## src/rtl/ci_deinterleaver_aligned.sv

```systemverilog
// ci_deinterleaver_aligned
//   Receive-side convolutional deinterleaver for the CI path. Lane i (of P)
//   delays its symbols by i*D lane accesses, undoing the (P-1-i)*D delays of
//   the transmit interleaver. The commutator locks to a start-of-frame marker.
//   Output symbols whose lane buffer has not yet been filled since reset/relock
//   are tagged with out_fill.
//
// Handshake: a transfer happens on a rising clk edge when valid & ready are
//   both high. The producer holds data/valid stable until the transfer; the
//   consumer may change ready freely. in_ready = !out_valid | out_ready, so an
//   input is only taken when the single output register is free or draining
//   in the same cycle.
//
// Ports
//   clk, rstn           clock, asynchronous active-low reset
//   sym_in[M*W]         CI symbol in
//   in_valid/in_ready   input handshake
//   in_sof              sym_in is commutator lane 0 (frame start)
//   sym_out[M*W]        deinterleaved CI symbol
//   out_valid/out_ready output handshake
//   out_fill            sym_out is reset-fill content, not received data
//   locked              commutator aligned (FSM in LOCK)
//   align_err           one-cycle pulse: sof received while not on lane 0
module ci_deinterleaver_aligned #(
  parameter int M = 10,
  parameter int W = 1,
  parameter int D = 2,
  parameter int P = 4
) (
  input  logic           clk,
  input  logic           rstn,
  input  logic [M*W-1:0] sym_in,
  input  logic           in_valid,
  input  logic           in_sof,
  output logic           in_ready,
  output logic [M*W-1:0] sym_out,
  output logic           out_valid,
  output logic           out_fill,
  input  logic           out_ready,
  output logic           locked,
  output logic           align_err
);

  localparam int SW  = M * W;
  localparam int TOT = D * P * (P - 1) / 2;            // all lane buffers
  localparam int AW  = (TOT > 1) ? $clog2(TOT) : 1;
  localparam int CW  = $clog2((P - 1) * D + 1);        // ptr / fill counter
  localparam int LW  = $clog2(P);

  typedef enum logic {HUNT, LOCK} state_t;

  state_t          state;
  logic [LW-1:0]   idx;
  logic [CW-1:0]   ptr [P];
  logic [CW-1:0]   fc  [P];
  logic [SW-1:0]   mem [TOT];

  logic            acc;
  logic            take;
  logic            relock;
  logic            delayed;
  logic [LW-1:0]   lane;
  logic [CW-1:0]   depth;
  logic [AW-1:0]   rd_addr;
  logic [SW-1:0]   rd_data;

  // Buffer depth of lane l.
  function automatic logic [CW-1:0] lane_depth(input logic [LW-1:0] l);
    return CW'(int'(l) * D);
  endfunction

  // Start of lane l inside the shared memory: lanes 1..l-1 packed before it.
  function automatic logic [AW-1:0] lane_base(input logic [LW-1:0] l);
    int li;
    li = int'(l);
    return AW'(D * li * (li - 1) / 2);
  endfunction

  assign in_ready = !out_valid | out_ready;
  assign acc      = in_valid & in_ready;

  always_comb begin
    // A sof always forces lane 0; in HUNT only sof symbols are processed.
    lane    = in_sof ? '0 : idx;
    take    = acc & ((state == LOCK) | in_sof);
    // Any sof that is not an in-order lane-0 arrival restarts the lanes.
    relock  = acc & in_sof & ((state == HUNT) | (idx != '0));
    delayed = (lane != '0);
    depth   = lane_depth(lane);
    rd_addr = lane_base(lane) + AW'(ptr[lane]);
    rd_data = mem[rd_addr];
  end

  // Delay RAM: not reset, stale content is covered by the fill counters.
  always_ff @(posedge clk) begin
    if (take && delayed) mem[rd_addr] <= sym_in;
  end

  always_ff @(posedge clk or negedge rstn) begin
    if (!rstn) begin
      state     <= HUNT;
      idx       <= '0;
      sym_out   <= '0;
      out_valid <= 1'b0;
      out_fill  <= 1'b0;
      locked    <= 1'b0;
      align_err <= 1'b0;
      for (int i = 0; i < P; i++) begin
        ptr[i] <= '0;
        fc[i]  <= '0;
      end
    end else begin
      align_err <= 1'b0;
      if (out_valid && out_ready) out_valid <= 1'b0;

      if (take) begin
        state     <= LOCK;
        locked    <= 1'b1;
        out_valid <= 1'b1;
        idx       <= (lane == LW'(P - 1)) ? '0 : lane + LW'(1);

        if (relock) begin
          if (state == LOCK) align_err <= 1'b1;
          for (int i = 0; i < P; i++) begin
            ptr[i] <= '0;
            fc[i]  <= '0;
          end
        end

        if (!delayed) begin
          sym_out  <= sym_in;
          out_fill <= 1'b0;
        end else begin
          // Read-before-write at the lane pointer, then advance/wrap.
          sym_out     <= rd_data;
          out_fill    <= (fc[lane] < depth);
          ptr[lane]   <= (ptr[lane] == depth - CW'(1)) ? '0 : ptr[lane] + CW'(1);
          if (fc[lane] < depth) fc[lane] <= fc[lane] + CW'(1);
        end
      end
    end
  end

endmodule

```

## config.mk

```make
export PLATFORM = sky130hd
export DESIGN_NAME = ci_deinterleaver_aligned
export DESIGN_NICKNAME = d
export VERILOG_FILES = /design/src/rtl/ci_deinterleaver_aligned.sv
export SDC_FILE = /design/constraint.sdc
export NUM_CORES = 1
export LEC_CHECK = 0
export CAP_MARGIN = 20
export CORE_MARGIN = 4
export CORE_UTILIZATION = 25
export CTS_BUF_LIST = sky130_fd_sc_hd__clkbuf_2 sky130_fd_sc_hd__clkbuf_4 sky130_fd_sc_hd__clkbuf_8
export CTS_CLUSTER_DIAMETER = 60
export CTS_CLUSTER_SIZE = 20
export DETAILED_ROUTE_END_ITERATION = 8
export HOLD_SLACK_MARGIN = 0.1
export PLACE_DENSITY = 0.39
export SYNTH_ARGS = -nofsm -noshare
export SYNTH_HDL_FRONTEND = slang
export SYNTH_SLANG_ARGS = --single-unit
```

## constraint.sdc

```tcl
create_clock -name clk -period 4.3 [get_ports clk]
set_input_delay 0.86 -clock clk [delete_from_list [all_inputs] [get_ports clk]]
set_output_delay 0.86 -clock clk [all_outputs]
set_load 0.05 [all_outputs]
```

## Word-level counts from Yosys, hierarchy flattened

Memories as Yosys holds them, arrays and structs flattened.
Cells that the tools add are included.

- Register bits: 40
- Bits in latches: 0
- Memory bits (writable): 120
- ROM bits: 0
- Bits of input ports: 15
- Output and inout port bits: 15
- Logic and storage cells: 72
- Memories kept: 1

- Add/subtract/negate cells: 6
- Multiply operators: 1
- Divide/modulo/power cells: 0
- $lt $le $gt $ge: 3
- Equality and inequality tests: 2
- Shift operators: 0
- Muxes and demuxes: 29
- Bitwise operators: 9
- Reductions and logical operators: 7

Memory list:

| memory | depth | width | rd ports | clocked after Yosys merged registers in | write ports | line | RTL |
|---|---|---|---|---|---|---|---|
| mem | 12 | 10 | 1 | 0 | 1 | 56 | `logic [SW-1:0] mem [TOT];` |

Operators with widths:

| cell | number |
|---|---|
| two-way mux 12 bit | 7 |
| bitwise mux 12 bit | 2 |
| two-way mux 3 bit | 6 |
| binary-select mux 3 bit (select 2 bit) | 2 |
| two-way mux 10 bit | 1 |
| two-way mux 1 bit | 8 |
| adder 3 x 1 -> 3 bit, second input constant | 2 |
| demux 3 bit (select 2 bit) | 1 |
| nonzero test 2 bit | 3 |
| adder 4 x 3 -> 4 bit | 1 |
| AND 1 bit | 4 |
| multiplier 3 x 3 -> 4 bit | 1 |
| two-way mux 2 bit | 2 |
| == test 3 bit | 1 |
| >= comparator 3 bit, second input constant | 1 |
| logical AND 1 bit | 3 |
| less-than comparator 3 x 1 -> 1 bit, second input constant | 1 |
| less-than comparator 3 bit | 1 |
| inverter 2 -> 3 bit | 1 |
| OR 1 bit | 3 |
| subtractor 2 x 1 -> 3 bit, second input constant | 1 |
| subtractor 3 x 1 -> 3 bit, second input constant | 1 |
| adder 2 x 1 -> 2 bit, second input constant | 1 |
| == test 2 bit, second input constant | 1 |
| other kinds (2) | 2 |

## Longest topological paths before layout

- Depth after elaboration: 10
- Depth in mapped cells: 14
- Gate-level depth less buffers: 11

## Worst setup path after synthesis

No wires, ideal clock.

- Path type: input -> register
- Start: input port in_sof
- End: memory mem[0][0] (netlist bit), enable pin
- Setup time: 0.404 ns
- Data arrival time: 3.887 ns
- Required time: 3.896 ns
- Slack: 0.009 ns
- Stages: 11
- Path buffers: 3
- Cells stage by stage: buf_2 nor2b_1 buf_2 inv_2 o211a_2 nor2_1 fa_1 xnor2_1 clkbuf_1 nand2_1 nor4_1

- Longest elaborated chain between the ends: 6
- Elaborated cells on any way between the ends: 14
- Those cells by class: add/sub: 2; mul: 1; mux: 6; bitwise: 3; reduce/logical: 2

RTL lines:

| item | line | RTL |
|---|---|---|
| start: declaration | 34 | `input logic in_sof,` |
| branches (longest 6 deep; another with multiplier 3 x 3 -> 4 bit) | - |  |
| end: declaration | 56 |  |

Parallel ways; which one is timed is not known. The select of a mux whose other input is x is not followed.

## Worst setup path in the final report

- Start: input port in_sof
- End: register sym_out[2]

- Longest elaborated chain between the ends: 8
- Elaborated cells on any way between the ends: 13
- Those cells by class: add/sub: 2; mul: 1; mux: 5; bitwise: 3; reduce/logical: 1; memory: 1

RTL lines:

| item | line | RTL |
|---|---|---|
| branches (longest 8 deep; another with memory (12 x 10 bit)) | - |  |
| end signal: assignment | 131 | `sym_out <= sym_in;` |
| end signal: assignment | 135 | `sym_out <= rd_data;` |
| end: declaration | 36 | `output logic [M*W-1:0] sym_out,` |

Parallel ways; which one is timed is not known. The select of a mux whose other input is x is not followed.
A chain may end at the register's enable or synchronous reset.

==> out/qor.yml <==
cts:
  htreeDepth: 4
  clk_path_buf_depth: 2
  cts_resized: 0
  cts_setup_buffers: 0
  tritoncts: "built"
  cts.reportedPaths.clkPinSlew_ps: 110
  root_buffer: "clkbuf_8"
  clk_latency_ps: 460
  cts_made_buffers: 17
  clock-sinks: 160
  hold_buffers: 0
pwr:
  p_int_mw: 2.73
  p_clk_frac: 0.296
  p_seq_frac: 0.443
  cellLeakagePower_nw: 2.85
  pwr_density_cell_nw_per_um2: 501
  swShare: 0.338
  p_switching_mw: 1.39
  combPwrFrac: 0.261
  vdd_drop_max_uv: 230
logic_synthesis:
  synthArstFlopShare: 0.250
  synthCells: 491
  synth_area_leaders: "edfxtp_1, dfrtp_1, mux2i_1, mux2_1, a221oi_1"
  synth_area_um2: 6850
  synth_nets: 516
  synth_common_cells: "edfxtp_1, dfrtp_1, nor2_1"
  synth.most_common_cell: "edfxtp_1"
  synthFlopType: "edfxtp_1"
  yosys_register_bits: 160
  synth-edff-count: 120
  synth_top_cell_area_share: 0.526
  yosys.area.top_type: "edfxtp_1"
  synth_warnings: 0
  ys_seq_area_frac: 0.672
  avgSynthCellArea_um2: 14.0
  synth.distinct_cells: 47
die:
  ioPinCount: 30
  chipWidth_um: 174
  start_util: 0.254
  die_h_um: 174
  coreArea_um2: 27000
  dieArea_um2: 30100
  rows: 60
worst_setup_path:
  reg2regPathDepth: 11
  reg2reg_setup_slack_ps: 730
  critPathArrivalTime_ps: 4050
  worstReg2RegEnd: "sym_out[2]$_DFFE_PN0P_"
  cp_data_required_time_ps: 4650
  cp_max_fo: 20
  crit_type: "in -> reg"
  endpoint_kind: "register"
  r2r_start: "idx[0]$_DFFE_PN0P_"
  cp-start-kind: "primary input"
cells_and_area:
  antenna_cells: 0
  final_nets: 569
  syn2layout_area_growth_pct: 20.0
  final.fill_count: 2646
  drive_gt1_frac: 0.144
  fin_area_um2: 8220
global_routing:
  antenna_found_initial: 0
  grt.overflow.total: 0
  grt_pass1_vias: 4512
  track_usage: 0.117
  grt_pass1_wl_um: 27000
  grt_max_degree: 41
drt:
  drc: 0
  drt_iter0_markers: 232
  wire_per_inst_um: 19.1
  vias: 4274
  dr.pass1.iters: 4
  postRouteAntennaNets: 0
  routed_wl_um: 17200
  vias_per_cell: 4.76
placed_design:
  dpl_cell_area_um2: 7740
  port_buffers: 29
  dp_hpwl_um: 11300
  gp_congestion: 0.792
sta:
  drv_slew: 0
  finalSetupViolations: 0
  finalCritPeriodShare: 0.861
  final-hold-violation-count: 0
  worst_slew_margin_rel: 0.560
  min_period_ps: 3700
  fmax_ghz: 0.270
  worstMarginPinSlew_ps: 657
  fin_skew_ps: 24.4
  tns_ps: 0
  rsz0062_at_grt: "no"
status:
  outcome: "complete, no violations"
hold_path:
  hold_path.class: "in -> async"
flow_run:
  maxCapViolations: 0
placed cells by master (no fill, tap or decap), types with 4 or more instances in the layout:
cell,n
a32o_1,7
a31oi_1,11
buf_4,29
nor3_1,9
ha_1,9
mux2_1,21
mux2i_1,24
a211oi_1,5
a21oi_1,25
nor2_1,32
nand3_1,14
edfxtp_1,120
nand3b_1,5
buf_12,4
nor2b_1,7
inv_8,6
clkbuf_8,17
and2_1,10
nand2_1,13
dfrtp_1,40
a22oi_1,23
o21ai_1,16
a221oi_1,20
clkdlybuf4s50_1,28
nand2b_1,4
inv_1,16
sequential cells by signal, summed over array words and instances, names as in the netlist:
signal,flops
align_err,1
fc,12
idx,2
mem,120
out_fill,1
out_valid,1
ptr,12
state,1
sym_out,10
layout make-up:
type,count,area (um2),area share
Multi-Input combinational cell,283,2080,0.253
Tap cell,341,427,0.0519
Timing Repair Buffer,63,598,0.0727
Sequential cell,160,4600,0.560
Inverter,19,71.3,0.00867
Clock buffer,17,234,0.0285
Clock inverter,15,208,0.0253
critical path: stages:
cell,delay [ps]
clkdlybuf4s50_1,610
nor2b_1,80
buf_4,180
inv_2,60
o211a_2,190
nor2_1,70
fa_1,490
xnor3_1,400
nor2b_1,150
buf_4,210
a221oi_1,400
mux2_1,240
a31oi_1,90
routing by layer:
metal | vias to the layer above | global-route usage | share of wire
met5 | - | 0 | 0
met4 | 0 | 0.0299 | 0.013
met3 | 14 | 0.0266 | 0.040
met2 | 85 | 0.205 | 0.52
met1 | 2173 | 0.145 | 0.42
li1 | 2002 | - | -
logic make-up (layout without fill, tap and decap cells):
group | after synthesis | count (layout) | synth area share
buffers and inverters | 48 | 114 | 0.0296
and+or+nand+nor | 101 | 101 | 0.0747
adders and majority gates | 10 | 10 | 0.0194
xor gates and xnor gates | 3 | 3 | 0.00584
AOI/OAI and AO/OA | 122 | 122 | 0.126
DFF | 160 | 160 | 0.672
muxes | 47 | 47 | 0.0729
per-stage QoR:
stage	hold slack, ps	instances	utilization	power, mW	setup slack (ps)
floorplan	446	491	-	2.54	9.32
global placement	475	864	0.287	2.95	118
detailed placement	469	864	0.287	2.96	81.0
CTS	493	896	0.304	4.18	584
global route	222	898	0.305	4.34	420
finish	237	898	0.305	4.12	597
worst max-delay path by stage:
| stage | startpoint | endpoint | slack, ps | cells after the start |
|---|---|---|---|---|
| CTS | in_sof | sym_out[8]$_DFFE_PN0P_ | 580 | 13 |
| global route | in_sof | sym_out[8]$_DFFE_PN0P_ | 420 | 13 |
| global placement | in_sof | sym_out[5]$_DFFE_PN0P_ | 120 | 13 |
| finish | in_sof | sym_out[2]$_DFFE_PN0P_ | 600 | 13 |
| detailed placement | in_sof | sym_out[5]$_DFFE_PN0P_ | 80 | 13 |
| floorplan | in_sof | mem[0][0]$_DFFE_PP_ | 9 | 11 |
power groups by stage:
stage          registers (mW)  logic, mW  clock network [mW]
2_1_floorplan            1.95      0.585                   0
3_3_place_gp             1.86       1.09                   0
3_5_place_dp             1.86       1.10                   0
4_1_cts                  1.83       1.10                1.25
5_1_grt                  1.84       1.18                1.33
6_report                 1.83       1.08                1.22
No activity file was read; power rests on OpenSTA's default activity.
